**config.mk**
```make
export PLATFORM = sky130hd
export DESIGN_NAME = io_port_responder
export DESIGN_NICKNAME = d
export VERILOG_FILES = /design/src/rtl/io_pkg.sv /design/src/rtl/io_fifo.sv /design/src/rtl/io_port_responder.sv
export SDC_FILE = /design/constraint.sdc
export NUM_CORES = 1
export LEC_CHECK = 0
export ABC_AREA = 1
export BUFFER_PORTS_ARGS = -buffer_cell sky130_fd_sc_hd__buf_2
export CAP_MARGIN = 5
export CORE_UTILIZATION = 45
export DETAILED_ROUTE_END_ITERATION = 10
export PLACE_DENSITY = 0.67
export SYNTH_ARGS = -nofsm -noshare
export SYNTH_HDL_FRONTEND = slang
export SYNTH_HIERARCHICAL = 1
export SYNTH_SLANG_ARGS = --single-unit
```
**constraint.sdc**
```tcl
create_clock -name clk -period 4.2 [get_ports clk]
set_input_delay 0.21 -clock clk [delete_from_list [all_inputs] [get_ports clk]]
set_output_delay 0.21 -clock clk [all_outputs]
set_load 0.005 [all_outputs]
```
**src/rtl/io_pkg.sv**
```systemverilog
// Shared constants and input-handshake state encoding for the IO port responder.
package io_pkg;

    localparam int unsigned DEFAULT_DATA_W     = 32;
    localparam int unsigned DEFAULT_FIFO_DEPTH = 4;
    localparam int unsigned COUNT_W            = 5;

    typedef enum logic [1:0] {
        ST_IDLE    = 2'd0,
        ST_WAIT    = 2'd1,
        ST_ACK     = 2'd2,
        ST_RELEASE = 2'd3
    } in_state_t;

endpackage

```
**src/rtl/io_fifo.sv**
```systemverilog
// Synchronous word FIFO; a push into a full FIFO is honoured only when a pop happens the same cycle.
module io_fifo
    import io_pkg::*;
#(
    parameter int unsigned DEPTH = DEFAULT_FIFO_DEPTH,
    parameter int unsigned WIDTH = DEFAULT_DATA_W
) (
    input  logic               clk,
    input  logic               rst,
    input  logic               i_push,
    input  logic [WIDTH-1:0]   i_push_data,
    input  logic               i_pop,
    output logic [WIDTH-1:0]   o_head,
    output logic [COUNT_W-1:0] o_count,
    output logic               o_full,
    output logic               o_empty
);

    localparam int unsigned AW = $clog2(DEPTH);

    logic [WIDTH-1:0]   r_mem [DEPTH];
    logic [AW-1:0]      r_wr_ptr;
    logic [AW-1:0]      r_rd_ptr;
    logic [COUNT_W-1:0] r_count;

    logic w_empty;
    logic w_full;
    logic w_do_pop;
    logic w_do_push;

    assign w_empty   = (r_count == '0);
    assign w_full    = (r_count == COUNT_W'(DEPTH));
    assign w_do_pop  = i_pop & ~w_empty;
    assign w_do_push = i_push & (~w_full | w_do_pop);

    always_ff @(posedge clk) begin
        if (w_do_push) begin
            r_mem[r_wr_ptr] <= i_push_data;
        end
    end

    // Pointers wrap naturally since DEPTH is a power of two.
    always_ff @(posedge clk or posedge rst) begin
        if (rst) begin
            r_wr_ptr <= '0;
            r_rd_ptr <= '0;
            r_count  <= '0;
        end else begin
            if (w_do_push) begin
                r_wr_ptr <= r_wr_ptr + AW'(1);
            end
            if (w_do_pop) begin
                r_rd_ptr <= r_rd_ptr + AW'(1);
            end
            if (w_do_push && !w_do_pop) begin
                r_count <= r_count + COUNT_W'(1);
            end else if (!w_do_push && w_do_pop) begin
                r_count <= r_count - COUNT_W'(1);
            end
        end
    end

    assign o_head  = r_mem[r_rd_ptr];
    assign o_count = r_count;
    assign o_full  = w_full;
    assign o_empty = w_empty;

endmodule

```
**src/rtl/io_port_responder.sv**
```systemverilog
// Processor IO port: buffered switch input with 4-phase read handshake and a latched display output.
// Optional macro IO_ENTER_SYNC_EN: synchronise sw_enter and push once per press.
module io_port_responder
    import io_pkg::*;
#(
    parameter int unsigned FIFO_DEPTH = DEFAULT_FIFO_DEPTH,
    parameter int unsigned DATA_W     = DEFAULT_DATA_W
) (
    input  logic               clk,
    input  logic               rst,
    input  logic               in_req,
    output logic               in_ready,
    output logic [DATA_W-1:0]  in_data,
    input  logic               new_out,
    input  logic [DATA_W-1:0]  out_data,
    output logic               out_done,
    input  logic [DATA_W-1:0]  sw_data,
    input  logic               sw_enter,
    output logic [DATA_W-1:0]  disp_data,
    output logic [COUNT_W-1:0] fifo_count,
    output logic               overflow,
    output logic [1:0]         state
);

    in_state_t          r_state;
    logic               r_in_ready;
    logic [DATA_W-1:0]  r_in_data;
    logic               r_in_armed;
    logic               r_out_done;
    logic               r_out_armed;
    logic [DATA_W-1:0]  r_disp_data;
    logic               r_overflow;

    logic               w_enter;
    logic               w_pop;
    logic [DATA_W-1:0]  w_head;
    logic [COUNT_W-1:0] w_count;
    logic               w_fifo_full;
    logic               w_fifo_empty;

`ifdef IO_ENTER_SYNC_EN
    logic r_sync1;
    logic r_sync2;
    logic r_sync3;

    // Two-flop synchroniser plus one history flop for rising-edge detection.
    always_ff @(posedge clk or posedge rst) begin
        if (rst) begin
            r_sync1 <= 1'b0;
            r_sync2 <= 1'b0;
            r_sync3 <= 1'b0;
        end else begin
            r_sync1 <= sw_enter;
            r_sync2 <= r_sync1;
            r_sync3 <= r_sync2;
        end
    end

    assign w_enter = r_sync2 & ~r_sync3;
`else
    assign w_enter = sw_enter;
`endif

    io_fifo #(
        .DEPTH (FIFO_DEPTH),
        .WIDTH (DATA_W)
    ) u_fifo (
        .clk         (clk),
        .rst         (rst),
        .i_push      (w_enter),
        .i_push_data (sw_data),
        .i_pop       (w_pop),
        .o_head      (w_head),
        .o_count     (w_count),
        .o_full      (w_fifo_full),
        .o_empty     (w_fifo_empty)
    );

    // A word is taken on a fresh request in IDLE or while a request is still pending in WAIT.
    assign w_pop = ~w_fifo_empty & in_req &
                   (((r_state == ST_IDLE) & r_in_armed) | (r_state == ST_WAIT));

    // Input handshake; r_in_armed forces in_req to be seen low before a new request is accepted.
    always_ff @(posedge clk or posedge rst) begin
        if (rst) begin
            r_state    <= ST_IDLE;
            r_in_ready <= 1'b0;
            r_in_data  <= '0;
            r_in_armed <= 1'b0;
        end else begin
            if (!in_req) begin
                r_in_armed <= 1'b1;
            end
            case (r_state)
                ST_IDLE: begin
                    if (in_req && r_in_armed) begin
                        r_in_armed <= 1'b0;
                        if (w_pop) begin
                            r_in_data  <= w_head;
                            r_in_ready <= 1'b1;
                            r_state    <= ST_ACK;
                        end else begin
                            r_state <= ST_WAIT;
                        end
                    end
                end
                ST_WAIT: begin
                    if (!in_req) begin
                        r_state <= ST_IDLE;
                    end else if (w_pop) begin
                        r_in_data  <= w_head;
                        r_in_ready <= 1'b1;
                        r_state    <= ST_ACK;
                    end
                end
                ST_ACK: begin
                    if (!in_req) begin
                        r_in_ready <= 1'b0;
                        r_state    <= ST_RELEASE;
                    end
                end
                ST_RELEASE: begin
                    r_state <= ST_IDLE;
                end
                default: begin
                    r_state <= ST_IDLE;
                end
            endcase
        end
    end

    // Output handshake runs independently of the input side.
    always_ff @(posedge clk or posedge rst) begin
        if (rst) begin
            r_out_done  <= 1'b0;
            r_out_armed <= 1'b0;
            r_disp_data <= '0;
        end else begin
            if (!new_out) begin
                r_out_armed <= 1'b1;
            end
            if (new_out && !r_out_done && r_out_armed) begin
                r_disp_data <= out_data;
                r_out_done  <= 1'b1;
                r_out_armed <= 1'b0;
            end else if (r_out_done && !new_out) begin
                r_out_done <= 1'b0;
            end
        end
    end

    // Sticky: an enter was lost because the FIFO was full and nothing left it.
    always_ff @(posedge clk or posedge rst) begin
        if (rst) begin
            r_overflow <= 1'b0;
        end else if (w_enter && w_fifo_full && !w_pop) begin
            r_overflow <= 1'b1;
        end
    end

    assign in_ready   = r_in_ready;
    assign in_data    = r_in_data;
    assign out_done   = r_out_done;
    assign disp_data  = r_disp_data;
    assign fifo_count = w_count;
    assign overflow   = r_overflow;
    assign state      = r_state;

endmodule

```
==> results of run 1 <==
sequential cells by signal, indices dropped and copies added, names as in the netlist:
name	count
disp_data	32
in_ready	1
out_done	1
u_fifo/r_wr_ptr	2
state	2
u_fifo/r_mem	128
overflow	1
u_fifo/r_rd_ptr	2
u_fifo/o_count	5
r_in_armed	1
in_data	32
r_out_armed	1
power breakdown:
group	total [mW]	switching (mW)	internal (mW)	leakage (nW)
registers	2.96	0.231	2.73	2.16
clock network	2.07	0.754	1.31	0.386
logic	2.08	1.32	0.758	2.09
per-layer routing:
metal,part of all wire [%],wire [µm],vias to the layer above
li1,-,-,2802
met1,44,7920,2775
met2,49,8820,168
met3,6.0,1080,24
met4,1.7,299,0
met5,0,0,-
cells by family (layout without fill, tap and decap cells):
family | count (synthesis) | count (layout) | synth area share, %
AOI/OAI and AO/OA | 136 | 136 | 8.77
xor gates and xnor gates | 3 | 3 | 0.318
adders and majority gates | 10 | 10 | 1.60
DFF | 208 | 208 | 70.6
and+or+nand+nor | 262 | 262 | 12.5
buffers and inverters | 96 | 311 | 6.15
critical path, delay by kind of cell, from the launching register on:
| family | cells | cell delay (ns) |
|---|---|---|
| adder cells (fa/ha/maj) | 2 | 0.52 |
| buffers and inverters | 6 | 0.80 |
| flip-flops | 1 | 0.40 |
| AND/OR/NAND/NOR | 10 | 1.25 |
final cells by class:
cell class                      count  area share, %
Inverter                           61           2.22
Sequential cell                   208           55.7
Clock inverter                     10           1.78
Clock buffer                       30           5.73
Tap cell                          229           2.73
Timing Repair Buffer              210           13.2
Multi-Input combinational cell    411           18.6
Yosys cell counts, drive strengths merged, types with 8 or more instances:
library cell	n
inv	61
o21ai	100
clkbuf	8
nand3	11
o22ai	32
dfrtp	80
ha	9
edfxtp	128
nor2	76
buf	27
nand2	171
stage by stage:
step	hold WS, ns	power [mW]	setup WS, ns	instances	utilization [%]
5_1_grt	0.00859	7.57	0.791	1159	58.4
2_1_floorplan	0.0379	4.41	1.01	715	-
6_report	0.0144	7.11	1.12	1159	58.4
4_1_cts	0.00222	7.18	1.10	1159	58.4
3_5_place_dp	0.239	5.04	1.10	1055	50.4
3_3_place_gp	0.228	4.98	1.16	1055	50.4
final timing paths:
kind                                                  to  slack [ns]
max in group asynchronous       disp_data[2]$_DFFE_PP0P_        2.93
min reg2reg                       in_data[6]$_DFFE_PP0P_        0.48
min                             disp_data[8]$_DFFE_PP0P_        0.01
max reg2reg                u_fifo/o_count[4]$_DFFE_PP0P_        1.12
min in group asynchronous  u_fifo/o_count[4]$_DFFE_PP0P_        0.25
max                        u_fifo/o_count[4]$_DFFE_PP0P_        1.12
repair_timing:
action | in CTS | in global routing
endpoints found under the hold margin | 216 | 0
endpoints found under the setup margin | 0 | 0
hold buffers | 64 | 0
==> metrics.txt, run 1 <==
outcome=finished clean; first-pass GRT wire length=27.9 mm; number of remaining DRC errors=0; Routability Congestion=~0.78; global-route met3 utilization=under 10%; area taken by multi-input logic gates=1960 µm²; startpoint types=flip-flop; TNS Setup=0 ns; commonest non-fill, non-tap cell in the layout=nand2_1; Worst Path Arrival=roughly 3.5 ns; cells after synthesis=around 720; Req. time, crit path=between 4 and 5 ns; CP max-delay cell=dfrtp_1; Slew HR=between 20% and 30%; final-report setup violation count=0; CTS tree=built; Worst Hold Depth=3; ys async rst share=38.5%; FF+latch count, synth=208; most frequent CP cell=inv_1; post-CTS repair timing setup buffer count=0; antenna violations before repair=0; total iterations of the first detailed-routing run=4; Crit. Startpoint=u_fifo/o_count[4]$_DFFE_PP0P_; H-tree Lvls=1; CP Class=flip-flop to flip-flop; post-synthesis sequential area ratio=between 70% and 80%; Core Area=18,000 µm²; via count=roughly 5,800; number of enable flip-flop cells after synthesis=between 100 and 150; vias in the first global route=5,557; CTS max path bufs=3; Pleak=between 4 and 5 nW; M1 GR Usage=24.3%; Fin. Hold Viols=0; Slew @ Worst Pin=about 1.1 ns; placed cell areas=about 9100 µm²; vias per cell=~5.0; clk sinks=approximately 210; final instance area=~10,000 µm²; RSZ-0062 raised after global routing=false; pwr dens=~680 nW/µm²; Die X=about 140 µm; Ys Warns=6; Layout fillers=around 1,500; CP Cell Sequence=inv_1 -> nand4_1 -> inv_1 -> nor2_4 -> nand3_4 -> inv_4 -> inv_1 -> nand4_1 -> nand2_2 -> inv_1 -> ha_1 -> inv_1 -> ha_1 -> or2_2 -> nand3_1 -> nand2_1 -> nand2_1 -> nand2_1; pin count of the biggest net entering global routing=67; starting density of the core=between 40% and 50%; Overflow after GRT=0; Avg WL per Cell=between 15 and 20 µm; total wire length=18.1 mm; DR iter-0 viols=approximately 350; grt met2 use=33.5%; Max Fanout on Critical Path=36; clock-pin slew on the worst setup and hold paths=0.06 ns; final worst path period need=3.08 ns; Die ar.=~19,000 µm²; post-route ant nets=0; synthesized net count=794; DP Wirelength=between 10 and 15 mm; area growth from synthesis to layout=26.8%; maximum VDD drop=508 µV; ant diodes=0; die height=around 140 µm; Avg Inst Size Synth=between 10 and 15 µm²; share of cells above drive strength 1=21.2%; Synth top area share=a little under half; period utilization=between 70% and 80%; Max Cap Viol=0; I/O pin count=143; Hold Path Class=primary input to flip-flop; Synth area leaders=edfxtp_1 (46%), dfrtp_1 (24%), nand2_1 (7.7%), o21ai_0 (4.4%), nor2_1 (3.4%); Worst R2R Start=u_fifo/o_count[4]$_DFFE_PP0P_; FF/Latch Area=a little under 6000 µm²; Max Transition Viols Final=0; synthesized area=a little over 8000 µm²; critical path endpoint category=flip-flop; f_max=between 300 and 400 MHz; CP max stage delay=0.40 ns; Clock Skews=about 0.025 ns; Inserted Clock Buffers=22; Cell variety after synth=32; post-synth top area cell=edfxtp_1; PortBufs=around 140; Final #Nets=just under 1,000; clk_lat worst skew=0.51 ns; post_cts resized=0; busiest grt layer=met2; worst reg2reg path depth=18; CTS root buf=clkbuf_16; GRT Overall Usage=approximately a fifth; most frequent cells in the layout=nand2_1 (169), buf_2 (142), edfxtp_1 (128); Hold Path Origin=out_data[8]; Placement Rows=49; Synth Flop Type=edfxtp_1
Note: power is estimated with default switching activity, not from simulation.
==> run 2: changes to the inputs <==
--- a/config.mk
+++ b/config.mk
@@ -5,12 +5,12 @@
 export SDC_FILE = /design/constraint.sdc
 export NUM_CORES = 1
 export LEC_CHECK = 0
-export ABC_AREA = 1
+export ABC_AREA = 0
 export BUFFER_PORTS_ARGS = -buffer_cell sky130_fd_sc_hd__buf_2
 export CAP_MARGIN = 5
 export CORE_UTILIZATION = 45
 export DETAILED_ROUTE_END_ITERATION = 10
-export PLACE_DENSITY = 0.67
+export PLACE_DENSITY = 0.7
 export SYNTH_ARGS = -nofsm -noshare
 export SYNTH_HDL_FRONTEND = slang
 export SYNTH_HIERARCHICAL = 1
==> constraint.sdc (replaced) <==
create_clock -name clk -period 2.6 [get_ports clk]
set_input_delay 0.13 -clock clk [delete_from_list [all_inputs] [get_ports clk]]
set_output_delay 0.13 -clock clk [all_outputs]
set_load 0.005 [all_outputs]
==> metrics.txt, run 2 <==
outcome=finished clean (unchanged); share of cells above drive strength 1=49.4% (was 21.2%); Synth Flop Type=edfxtp_1 (unchanged); via count=4,327 (was 5,769); worst reg2reg path depth=13 (was 18); pwr dens=1080 nW/µm² (was 677 nW/µm²); Max Transition Viols Final=0 (unchanged); startpoint types=flip-flop (unchanged); area growth from synthesis to layout=33.2% (was 26.8%); GRT Overall Usage=17.1% (was 19.1%); Hold Path Class=primary input to async pin (was primary input to flip-flop); CTS tree=built (unchanged); max reg flops=128 (unchanged); Synth top cells by count=edfxtp_1 (128), dfrtp_1 (80), mux2_2 (36) (was nand2_1 (169), edfxtp_1 (128), dfrtp_1 (80)); number of enable flip-flop cells after synthesis=128 (unchanged); Slew @ Worst Pin=0.652 ns (was 1.14 ns); total iterations of the first detailed-routing run=4 (unchanged); CP Class=flip-flop to flip-flop (unchanged); Slew HR=56.5% (was 23.9%); Reg-to-Reg End=u_fifo/o_count[4]$_DFFE_PP0P_ (unchanged); commonest non-fill, non-tap cell in the layout=buf_2 (was nand2_1); Placement Rows=48 (was 49); I/O pin count=143 (unchanged); Fin. Hold Viols=0 (unchanged); Switching Fraction=26.8% (was 32.5%); Die X=135 µm (was 138 µm); starting density of the core=46.2% (was 46.1%); final instance area=10,700 µm² (was 10,500 µm²); Overflow after GRT=0 (unchanged); Inserted Clock Buffers=21 (was 22); Flop pwr share=43.2% (was 41.6%); Req. time, crit path=3.00 ns (was 4.60 ns); final std cells w/o fill=865 (was 1,159); placed cell areas=9230 µm² (was 9060 µm²); Max Fanout on Critical Path=3 (was 36); Worst Path Arrival=2.92 ns (was 3.47 ns); synthesized net count=464 (was 794); Cell variety after synth=33 (was 32); first-pass GRT wire length=23.8 mm (was 27.9 mm); clock-pin slew on the worst setup and hold paths=0.06 ns (about the same); ys async rst share=38.5% (unchanged); cells after synthesis=385 (was 715); FF+latch count, synth=208 (unchanged); Core Area=17,400 µm² (was 18,000 µm²); critical path endpoint category=flip-flop (unchanged); ant diodes=0 (unchanged); DP Wirelength=9.86 mm (was 10.3 mm); final worst path period need=2.51 ns (was 3.08 ns); Max Cap Viol=0 (unchanged); Layout fillers=1,213 (was 1,470); post-route ant nets=0 (unchanged); most frequent cells in the layout=buf_2 (142), edfxtp_1 (128), dfrtp_1 (77) (was nand2_1 (169), buf_2 (142), edfxtp_1 (128)); period utilization=96.6% (was 73.3%); CTS max path bufs=3 (unchanged); Worst R2R Start=u_fifo/o_count[3]$_DFFE_PP0P_ (was u_fifo/o_count[4]$_DFFE_PP0P_); DR iter-0 viols=160 (was 345); Pleak=4.28 nW (was 4.63 nW); total power=11.5 mW (was 7.11 mW); Routability Congestion=0.769 (was 0.783); post-route setup slack=0.0882 ns (was 1.12 ns); maximum VDD drop=716 µV (was 508 µV); total wire length=15.3 mm (was 18.1 mm); r2r setup slk=0.09 ns (was 1.12 ns); post-synth top area cell=edfxtp_1 (unchanged); Gate power share=29.8% (was 29.3%); H-tree Lvls=1 (unchanged); Synth top area share=48.0% (was 46.4%); Die ar.=18,300 µm² (was 18,900 µm²); clk sinks=208 (unchanged); vias per cell=5.00 (was 4.98); Ys Warns=6 (unchanged); placed instance count=757 (was 1,055); final-report setup violation count=0 (unchanged); Setup WS pre-CTS=0.0504 ns (was 1.10 ns); synthesized area=8010 µm² (was 8280 µm²); Sw Pwr=3.07 mW (was 2.31 mW); pin count of the biggest net entering global routing=43 (was 67); vias in the first global route=4,606 (was 5,557); Synth area leaders=edfxtp_1 (48%), dfrtp_1 (25%), mux4_2 (9.0%), mux2_4 (5.4%), mux2_2 (5.1%) (was edfxtp_1 (46%), dfrtp_1 (24%), nand2_1 (7.7%), o21ai_0 (4.4%), nor2_1 (3.4%)); RSZ-0062 raised after global routing=true (was false); die height=135 µm (was 138 µm); Int Pwr=8.42 mW (was 4.80 mW); Avg Inst Size Synth=20.8 µm² (was 11.6 µm²); clock network power share=27.0% (was 29.1%); Avg WL per Cell=17.7 µm (was 15.6 µm); number of remaining DRC errors=0 (unchanged); post-synthesis sequential area ratio=72.9% (was 70.6%); most common cell in the netlist=edfxtp_1 (was nand2_1); f_max=398 MHz (was 325 MHz); antenna violations before repair=0 (unchanged); PortBufs=142 (unchanged); Final #Nets=705 (was 993); Reg with most FFs=u_fifo/r_mem (unchanged); Clock Skews=0.00797 ns (was 0.0253 ns); CTS root buf=clkbuf_16 (unchanged); clk_lat worst skew=0.48 ns (was 0.51 ns)
==> run 2: timing repair <==
item	4_1_cts	5_1_grt
endpoints found under the hold margin	204	0
buffers inserted	0	3
hold buffers	68	0
resized for setup	0	3
setup endpoints to repair	0	2
==> run 2: power groups by stage <==
stage / clock, mW / sequential, mW / combinational, mW
finish: 3.11 / 4.97 / 3.42
global route: 3.28 / 5.07 / 3.72
CTS: 3.16 / 4.98 / 3.42
detailed placement: 0 / 5.04 / 3.34
global placement: 0 / 4.99 / 3.27
floorplan: 0 / 4.86 / 2.23
==> run 2: how the worst max path moves through the flow <==
| stage | startpoint | end | slack (ns) |
|---|---|---|---|
| 6_report | u_fifo/o_count[3]$_DFFE_PP0P_ | u_fifo/o_count[4]$_DFFE_PP0P_ | 0.09 |
| 5_1_grt | u_fifo/o_count[3]$_DFFE_PP0P_ | u_fifo/o_count[4]$_DFFE_PP0P_ | -0.07 |
| 4_1_cts | u_fifo/o_count[4]$_DFFE_PP0P_ | u_fifo/o_count[4]$_DFFE_PP0P_ | 0.04 |
| 3_5_place_dp | u_fifo/o_count[4]$_DFFE_PP0P_ | u_fifo/o_count[4]$_DFFE_PP0P_ | 0.05 |
| 3_3_place_gp | u_fifo/o_count[4]$_DFFE_PP0P_ | u_fifo/o_count[4]$_DFFE_PP0P_ | 0.06 |
| 2_1_floorplan | u_fifo/o_count[0]$_DFFE_PP0P_ | u_fifo/o_count[4]$_DFFE_PP0P_ | -0.04 |
==> run 2: kinds of logic (layout without fill, tap and decap cells) <==
kind of cell | count (synthesis) | in the layout | synth area share (%)
xor gates and xnor gates | 7 | 7 | 0.765
AOI/OAI and AO/OA | 14 | 14 | 1.19
adders and majority gates | 10 | 10 | 1.65
and+or+nand+nor | 22 | 22 | 1.70
DFF | 208 | 208 | 72.9
buffers and inverters | 26 | 281 | 2.14
muxes | 98 | 98 | 19.6
==> run 2: stage by stage <==
| stage | utilization [%] | hold slack [ns] | setup TNS [ns] |
|---|---|---|---|
| after floorplan | - | -0.0421 | -0.0365 |
| after global placement | 53.2 | 0.124 | 0 |
| after detailed placement | 53.2 | 0.136 | 0 |
| after CTS | 61.3 | 0.172 | 0 |
| after global routing | 61.5 | 0.214 | -0.0671 |
| final | 61.5 | 0.169 | 0 |
==> run 2: metal layers <==
layer / track usage [%] / wire length, µm / up-vias
li1: - / - / 1964
met1: 20.9 / 6140 / 2179
met2: 31.0 / 8000 / 155
met3: 2.77 / 833 / 29
met4: 4.99 / 373 / 0
met5: 0 / 0 / -
==> run 2: final cells by class <==
| type | instances | area, µm² | share of cell area (%) |
|---|---|---|---|
| tap | 225 | 282 | 2.64 |
| clock inverter | 8 | 119 | 1.11 |
| sequential | 208 | 5850 | 54.8 |
| timing repair buffer | 233 | 1710 | 16.1 |
| clock buffer | 29 | 607 | 5.68 |
| inverter | 11 | 52.6 | 0.492 |
| multi-input combinational | 151 | 2050 | 19.2 |
==> run 2: critical path, stage by stage (launching register included) <==
cell and delay [ns]:
dfrtp_1 0.41, nor4_4 0.30, nand2b_1 0.13, inv_1 0.09, or3_4 0.14, clkinv_4 0.06
inv_4 0.05, a21boi_4 0.06, ha_4 0.17, fa_2 0.34, nand3b_1 0.21, and3_1 0.19
o21bai_1 0.15, xnor2_1 0.14
==> run 3: changes to the inputs <==
--- a/config.mk
+++ b/config.mk
@@ -8,9 +8,12 @@
 export ABC_AREA = 0
 export BUFFER_PORTS_ARGS = -buffer_cell sky130_fd_sc_hd__buf_2
 export CAP_MARGIN = 5
-export CORE_UTILIZATION = 45
+export CELL_PAD_IN_SITES_DETAIL_PLACEMENT = 0
+export CELL_PAD_IN_SITES_GLOBAL_PLACEMENT = 1
+export CORE_UTILIZATION = 43
+export CTS_CLUSTER_DIAMETER = 60
 export DETAILED_ROUTE_END_ITERATION = 10
-export PLACE_DENSITY = 0.7
+export PLACE_DENSITY = 0.77
 export SYNTH_ARGS = -nofsm -noshare
 export SYNTH_HDL_FRONTEND = slang
 export SYNTH_HIERARCHICAL = 1
==> metrics.txt, run 3 (synthesis results as in run 2) <==
post-route setup slack=0.119 ns (was 0.0882 ns); starting density of the core=44.3% (was 46.2%); Req. time, crit path=2.97 ns (was 3.00 ns); DR iter-0 viols=258 (was 160); share of cells above drive strength 1=49.1% (was 49.4%); placed instance count=761 (was 757); Inserted Clock Buffers=22 (was 21); CTS tree=built (unchanged); f_max=403 MHz (was 398 MHz); vias per cell=4.87 (was 5.00); clk sinks=208 (unchanged); CP max stage delay=0.41 ns (about the same); Die ar.=19,200 µm² (was 18,300 µm²); ant diodes=0 (unchanged); Clock Skews=0.00693 ns (was 0.00797 ns); CP max-delay cell=dfrtp_1 (unchanged); max reg flops=128 (unchanged); final worst path period need=2.48 ns (was 2.51 ns); die height=139 µm (was 135 µm); Placement Rows=49 (was 48); maximum VDD drop=699 µV (was 716 µV); Max Transition Viols Final=0 (unchanged); clk_lat worst skew=0.49 ns (was 0.48 ns); Slew @ Worst Pin=0.855 ns (was 0.652 ns); Slew HR=43.0% (was 56.5%); most frequent cells in the layout=buf_2 (142), edfxtp_1 (128), dfrtp_1 (77) (unchanged); Max Fanout on Critical Path=4 (was 3); H-tree Lvls=1 (unchanged); Max Cap Viol=0 (unchanged); commonest non-fill, non-tap cell in the layout=buf_2 (unchanged); startpoint types=flip-flop (unchanged); failing checks=DRC; Pleak=4.25 nW (was 4.28 nW); CP Cell Sequence=nor4_4 -> nand2b_1 -> inv_1 -> or3_4 -> clkinv_4 -> inv_4 -> a21boi_4 -> ha_4 -> fa_2 -> nand3b_1 -> and3_1 -> o21bai_1 -> xnor2_1 (unchanged); DP Wirelength=9.59 mm (was 9.86 mm); Overflow after GRT=0 (unchanged); post-route ant nets=0 (unchanged); clock-pin slew on the worst setup and hold paths=0.06 ns (about the same); final std cells w/o fill=871 (was 865); pwr dens=1070 nW/µm² (was 1080 nW/µm²); number of remaining DRC errors=43 (was 0); vias in the first global route=4,589 (was 4,606); Worst Path Arrival=2.85 ns (was 2.92 ns); Avg WL per Cell=17.5 µm (was 17.7 µm); Die X=139 µm (was 135 µm); Fin. Hold Viols=0 (unchanged); Layout fillers=1,356 (was 1,213); FF/Latch Area=5850 µm² (unchanged); Util after Layout=58.3% (was 61.5%); Hold Path Class=primary input to async pin (unchanged); GRT Overall Usage=16.3% (was 17.1%); Setup WS pre-CTS=-0.0245 ns (was 0.0504 ns); CTS root buf=clkbuf_16 (unchanged); PortBufs=142 (unchanged); area taken by multi-input logic gates=2050 µm² (about the same); CTS max path bufs=3 (unchanged); outcome=complete, but fails checks (was finished clean); area growth from synthesis to layout=31.6% (was 33.2%); first-pass GRT wire length=24.4 mm (was 23.8 mm); period utilization=95.4% (was 96.6%); Final #Nets=705 (unchanged); Routability Congestion=0.714 (was 0.769); I/O pin count=143 (unchanged); Core Area=18,100 µm² (was 17,400 µm²); total wire length=15.2 mm (was 15.3 mm); CP Class=flip-flop to flip-flop (unchanged); antenna violations before repair=0 (unchanged); pin count of the biggest net entering global routing=34 (was 43); critical path endpoint category=flip-flop (unchanged); total iterations of the first detailed-routing run=7 (was 4); final-report setup violation count=0 (unchanged); via count=4,243 (was 4,327); Reg with most FFs=u_fifo/r_mem (unchanged)
run 3: cell count changes in the layout (fill, tap and decap cells not counted), sizes merged:
cell,previous run,this run
buf,165,164
bufinv,3,2
clkbuf,29,31
clkinv,5,8
clkinvlp,2,1
run 3: layout make-up:
type | instances | share of cell area [%]
well taps | 229 | 2.72
clock inverters | 9 | 0.901
flip-flops and latches | 208 | 55.4
repair buffers | 232 | 15.0
inverters | 11 | 0.498
multi-input cells | 151 | 19.4
clock buffers | 31 | 6.02
run 3: power by group:
group	leakage, nW	internal (mW)	total [mW]	switching (mW)
Sequential	2.11	4.44	4.96	0.514
Clock	0.358	1.90	3.09	1.19
Combinational	1.78	1.94	3.28	1.33
run 3: through the flow:
step / hold slack (ns) / TNS [ns] / power (mW) / cell area (µm²)
final: 0.182 / 0 / 11.3 / 10600
after floorplan: -0.0421 / -0.0365 / 7.09 / 8060
after global routing: 0.191 / -0.0157 / 12.0 / 10600
after global placement: 0.130 / 0 / 8.14 / 9110
after detailed placement: 0.149 / -0.0245 / 8.26 / 9110
after CTS: 0.172 / 0 / 11.5 / 10500
run 3: path summary, 6_finish.rpt:
path | startpoint | endpoint | slack [ns] | cells after the start
max reg2reg | u_fifo/o_count[3]$_DFFE_PP0P_ | u_fifo/o_count[4]$_DFFE_PP0P_ | 0.12 | 13
min | rst | u_fifo/r_wr_ptr[1]$_DFFE_PP0P_ | 0.18 | 3
max in group asynchronous | rst | r_in_armed$_DFF_PP0_ | 1.65 | 4
max | u_fifo/o_count[3]$_DFFE_PP0P_ | u_fifo/o_count[4]$_DFFE_PP0P_ | 0.12 | 13
min reg2reg | in_ready$_DFFE_PP0P_ | in_ready$_DFFE_PP0P_ | 0.49 | 1
min in group clk | in_req | r_in_armed$_DFF_PP0_ | 0.36 | 3
run 3: what timing repair did:
action	in CTS	in global routing
endpoints found under the hold margin	194	0
gates resized for setup	1	1
hold buffers	68	0
pin swaps	0	2
buffers inserted	1	1
setup endpoints to repair	1	2
run 3: critical path, delay by kind of cell (launching register included):
kind            cells  cell delay (ns)
flops               1             0.41
xor+xnor            1             0.09
compound gates      2             0.24
buf+inv             3             0.21
simple gates        5             0.91
fa+ha+maj           2             0.52
run 3: layer usage:
metal / vias up / part of all wire, % / GRT usage [%]
met1: 2118 / 43 / 21.2
met3: 21 / 6.7 / 3.64
met2: 142 / 49 / 28.0
met5: - / 0 / 0
li1: 1962 / - / -
met4: 0 / 1.3 / 3.67
